--- src/rtl/clk_div_pkg.sv ---
// Shared types and helpers for the programmable integer clock divider.
package clk_div_pkg;

    typedef enum logic [1:0] {IDLE, RUN, STOP} state_t;

    localparam int MIN_RATIO = 2;

    // High-phase length for a divide ratio N: floor(N/2) cycles.
    function automatic int high_len(input int n);
        return n >> 1;
    endfunction

endpackage

--- src/rtl/clk_div_shadow.sv ---
// Active/shadow divide-ratio registers; loads are clamped and the last load
// before a period boundary is the one that takes effect there.
module clk_div_shadow
    import clk_div_pkg::*;
#(
    parameter int CNT_W     = 8,
    parameter int DEF_RATIO = 4
) (
    input  logic             clk,
    input  logic             rst,
    input  logic             idle,
    input  logic             boundary,
    input  logic             div_load,
    input  logic [CNT_W-1:0] div_ratio,
    output logic [CNT_W-1:0] ratio,
    output logic             pend_vld
);

    logic [CNT_W-1:0] pend_ratio;
    logic [CNT_W-1:0] load_val;

    function automatic logic [CNT_W-1:0] clamp_ratio(input logic [CNT_W-1:0] n);
        return (n < CNT_W'(MIN_RATIO)) ? CNT_W'(MIN_RATIO) : n;
    endfunction

    assign load_val = clamp_ratio(div_ratio);

    // A load in the boundary cycle itself bypasses the shadow and governs the
    // period that starts at that boundary.
    always_ff @(posedge clk) begin
        if (!rst) begin
            ratio    <= CNT_W'(DEF_RATIO);
            pend_vld <= 1'b0;
        end else if (idle) begin
            if (div_load) ratio <= load_val;
        end else if (boundary) begin
            if (div_load)      ratio <= load_val;
            else if (pend_vld) ratio <= pend_ratio;
            pend_vld <= 1'b0;
        end else if (div_load) begin
            pend_vld <= 1'b1;
        end
    end

    always_ff @(posedge clk) begin
        if (div_load && !idle) pend_ratio <= load_val;
    end

endmodule

--- src/rtl/clk_div.sv ---
// Glitch-free programmable integer clock divider: FSM, period counter and
// registered clk_out/tick; ratio changes and stops land on period boundaries.
module clk_div
    import clk_div_pkg::*;
#(
    parameter int CNT_W     = 8,
    parameter int DEF_RATIO = 4
) (
    input  logic             clk,
    input  logic             rst,
    input  logic             en,
    input  logic [CNT_W-1:0] div_ratio,
    input  logic             div_load,
    output logic             clk_out,
    output logic             tick,
    output logic             active,
    output logic             ratio_pend
);

    localparam logic [CNT_W-1:0] ONE = CNT_W'(1);

    state_t           state;
    logic [CNT_W-1:0] cnt;
    logic [CNT_W-1:0] cnt_inc;
    logic [CNT_W-1:0] ratio;
    logic [CNT_W-1:0] high;
    logic             boundary;

    assign cnt_inc  = cnt + ONE;
    assign high     = CNT_W'(high_len(int'(ratio)));
    assign boundary = (state != IDLE) && (cnt == ratio - ONE);

    clk_div_shadow #(
        .CNT_W     (CNT_W),
        .DEF_RATIO (DEF_RATIO)
    ) u_shadow (
        .clk       (clk),
        .rst       (rst),
        .idle      (state == IDLE),
        .boundary  (boundary),
        .div_load  (div_load),
        .div_ratio (div_ratio),
        .ratio     (ratio),
        .pend_vld  (ratio_pend)
    );

    // RUN and STOP count identically; en only matters at the period boundary
    // (restart vs. go idle) and to record which of the two we are in.
    always_ff @(posedge clk) begin
        if (!rst) begin
            state   <= IDLE;
            cnt     <= '0;
            clk_out <= 1'b0;
            tick    <= 1'b0;
            active  <= 1'b0;
        end else begin
            tick <= 1'b0;
            case (state)
                IDLE: begin
                    if (en) begin
                        state   <= RUN;
                        active  <= 1'b1;
                        cnt     <= '0;
                        clk_out <= 1'b1;
                        tick    <= 1'b1;
                    end
                end
                default: begin
                    if (boundary) begin
                        cnt <= '0;
                        if (en) begin
                            state   <= RUN;
                            clk_out <= 1'b1;
                            tick    <= 1'b1;
                        end else begin
                            state   <= IDLE;
                            clk_out <= 1'b0;
                            active  <= 1'b0;
                        end
                    end else begin
                        cnt     <= cnt_inc;
                        clk_out <= (cnt_inc < high);
                        state   <= en ? RUN : STOP;
                    end
                end
            endcase
        end
    end

endmodule
--- config.mk ---
export PLATFORM = sky130hd
export DESIGN_NAME = clk_div
export DESIGN_NICKNAME = d
export VERILOG_FILES = /design/src/rtl/clk_div_pkg.sv /design/src/rtl/clk_div_shadow.sv /design/src/rtl/clk_div.sv
export SDC_FILE = /design/constraint.sdc
export NUM_CORES = 1
export LEC_CHECK = 0
export CELL_PAD_IN_SITES_DETAIL_PLACEMENT = 0
export CELL_PAD_IN_SITES_GLOBAL_PLACEMENT = 1
export CORE_MARGIN = 10
export CORE_UTILIZATION = 35
export DETAILED_ROUTE_END_ITERATION = 10
export GPL_TIMING_DRIVEN = 0
export HOLD_SLACK_MARGIN = 0.12
export PLACE_DENSITY = 0.71
export REMOVE_ABC_BUFFERS = 1
export SLEW_MARGIN = 30
export SYNTH_ARGS = -nofsm -noshare
export SYNTH_HDL_FRONTEND = slang
export SYNTH_SLANG_ARGS = --single-unit
--- constraint.sdc ---
create_clock -name clk -period 3.2 [get_ports clk]
set_clock_uncertainty 0.1 [all_clocks]
set_input_delay 0.32 -clock clk [delete_from_list [all_inputs] [get_ports clk]]
set_output_delay 0.32 -clock clk [all_outputs]
set_load 0.005 [all_outputs]
==> flow_summary.ini <==
[synthesis]
netlist_instances = 190
synthArstFlopShare_pct = 0
ys_top_cells_by_area = dfxtp_1 (24%), edfxtp_1 (13%), ha_1 (5.4%)
yosysTopAreaCell = dfxtp_1
yosysWarnings = 0
synth_top_area_share_pct = 23.9
synth-main-ff-cell = dfxtp_1
synth.distinct_cells = 50
ys_seq_area_share_pct = 37.0
ys_ff_latch = 30
avgSynthCellArea_um2 = 9.69
synth_edf_count = 8
syn-cell-area_mm2 = 0.00184

[clock_network]
cts_resized = 0
clk_path_buf_depth = 2
cts_tree = yes
cts_num_sinks = 30
clkTransAtPathRegs_ns = 0.07
cts_buffers = 5
cts_root_buf = clkbuf_8
clk_latency_ns = 0.27
cts_hold_buf = 0
ctsHtreeMaxLevel = 2
cts_setup_buffers = 0

[power_and_ir_drop]
p_leak_uw = 0.000796
power-per-cell-area_mw_per_mm2 = 426
vdd_drop_max_mv = 0.254

[global_route]
grt_pass1_vias = 1374
grtUsageMet3_pct = 2.34
grt_util_met1_pct = 11.3
grt_max_degree = 14
grt_pass1_wl_um = 6330
antenna_found_initial = 0
grt-busiest-layer = met2
grtUsageMet2_pct = 14.5
grt_overflow = 0
grt_use_total_pct = 9.07

[routing]
dr_total_vias = 1366
drt_pre_antenna_iters = 4
routed_wl_um = 3680
vias_per_cell = 5.10
ant_nets = 0
wl_per_cell_um = 13.7
drt_iter0_drc = 32
drc = 0

[sta]
drv_slew = 0
min_period_ns = 2.80
worstMarginPinSlew_ns = 0.718
timing.final.hold_violations = 0
worst_slack_ns = 0.399
setup-violations-final = 0
max_freq_mhz = 357
rsz0062_at_grt = false
setup_tns_ns = 0
slew_headroom_pct = 52.0
period_share_pct = 87.5

[cells_and_area]
fin_util_pct = 41.2
fillCellCount = 528
diodes = 0
area_growth_pct = 14.1
drive_above_1_share_pct = 14.1
nNetsFinal = 217

[die]
die-height_um = 92.5
die_w_um = 92.5
start_util_pct = 36.1
rows = 26
core_mm2 = 0.00511
ios = 16
dieArea_mm2 = 0.00856

[worst_setup_path]
critPathCaptureType = register
critPathMaxFanout = 9
required_ns = 3.24
startpoint_type = register
worst-setup-path-type = reg -> reg
arrival_ns = 2.84

[placement]
place.gp.congestion = 0.743
pre_cts_ws_ns = 0.402
portBuffers = 15
dp_hpwl_um = 2800

[run]
timing.max_cap.violations = 0

[status]
status = complete, no violations

[worst_hold_path]
hp-class = reg -> reg
-- cells in the mapped netlist, types with 2 or more instances --
cell,n
a2111oi_0,4
a211oi_1,6
a21o_1,4
a21oi_1,9
a22o_1,4
a311oi_2,5
and2_1,3
buf_2,2
clkbuf_1,10
dfxtp_1,22
edfxtp_1,8
ha_1,8
inv_1,10
mux2_2,2
mux2i_1,8
nand2_1,15
nand2b_1,7
nand3_1,5
nor2_1,9
nor3_1,5
o21a_1,2
o21ai_0,2
or2_2,2
or4_4,2
xnor2_1,9
xor2_1,3
-- cells by family after synthesis --
| group | synth area share (%) |
|---|---|
| AOI/OAI and AO/OA | 22.2 |
| xor gates and xnor gates | 5.71 |
| adders and majority gates | 5.43 |
| buffers and inverters | 5.84 |
| DFF | 37.0 |
| muxes | 6.39 |
| and+or+nand+nor | 17.5 |
-- routing by layer --
layer | wire [µm] | up-vias | share of wire (%)
met2 | 1680 | 24 | 46
met1 | 1820 | 633 | 49
met5 | 0 | - | 0
met3 | 131 | 4 | 3.6
li1 | - | 705 | -
met4 | 45 | 0 | 1.2
-- area by class of cell --
class / instances / area [µm²] / area share, %
Clock buffer: 6 / 72.6 / 3.45
Clock inverter: 2 / 15.0 / 0.714
Inverter: 10 / 37.5 / 1.79
Multi-Input combinational cell: 135 / 1060 / 50.4
Sequential cell: 30 / 681 / 32.4
Tap cell: 70 / 87.6 / 4.17
Timing Repair Buffer: 15 / 150 / 7.14
-- power breakdown --
group	internal [µW]	leakage, µW	switching [µW]
clock	153	0.0000374	146
combinational	79.6	0.000504	86.5
sequential	410	0.000254	21.4
-- worst max-delay path, stage by stage, from the launching register on --
cell	delay, ns
dfxtp_1	0.42
inv_1	0.07
ha_1	0.30
xor2_1	0.13
nand2_1	0.07
or4_4	0.55
a211oi_4	0.48
or2_1	0.40
a311oi_2	0.15
-- state kept, by name (all words and copies together) (netlist names) --
signal	flops
active	1
clk_out	1
cnt	8
state	2
tick	1
u_shadow.pend_ratio	8
u_shadow.pend_vld	1
u_shadow.ratio	8
-- per-stage QoR --
step | cells | total power (µW) | cell area, µm² | hold slack, ns
2_1_floorplan | 175 | 553 | 1770 | 0.299
3_3_place_gp | 260 | 605 | 2010 | 0.411
3_5_place_dp | 260 | 607 | 2010 | 0.416
4_1_cts | 268 | 910 | 2100 | 0.423
5_1_grt | 268 | 955 | 2100 | 0.469
6_report | 268 | 896 | 2100 | 0.422
-- final timing paths --
kind	from	end	slack, ns	depth (start not counted)
setup / recovery	u_shadow.ratio[0]	u_shadow.ratio[3]	0.40	8
hold reg to reg	u_shadow.ratio[1]	u_shadow.ratio[1]	0.42	2
hold / removal	u_shadow.ratio[1]	u_shadow.ratio[1]	0.42	2
setup reg to reg	u_shadow.ratio[0]	u_shadow.ratio[3]	0.40	8
-- cells in the final DEF, fill, tap and decap left out, types with 6 or more instances in the layout --
master           instances
a211oi_1                 6
a21oi_1                  9
inv_1                   10
xnor2_1                  9
edfxtp_1                 8
nor2_1                   9
dfxtp_1                 22
clkdlybuf4s50_1         15
ha_1                     8
mux2i_1                  8
nand2b_1                 7
nand2_1                 15
(Power assumes the default switching activity.)
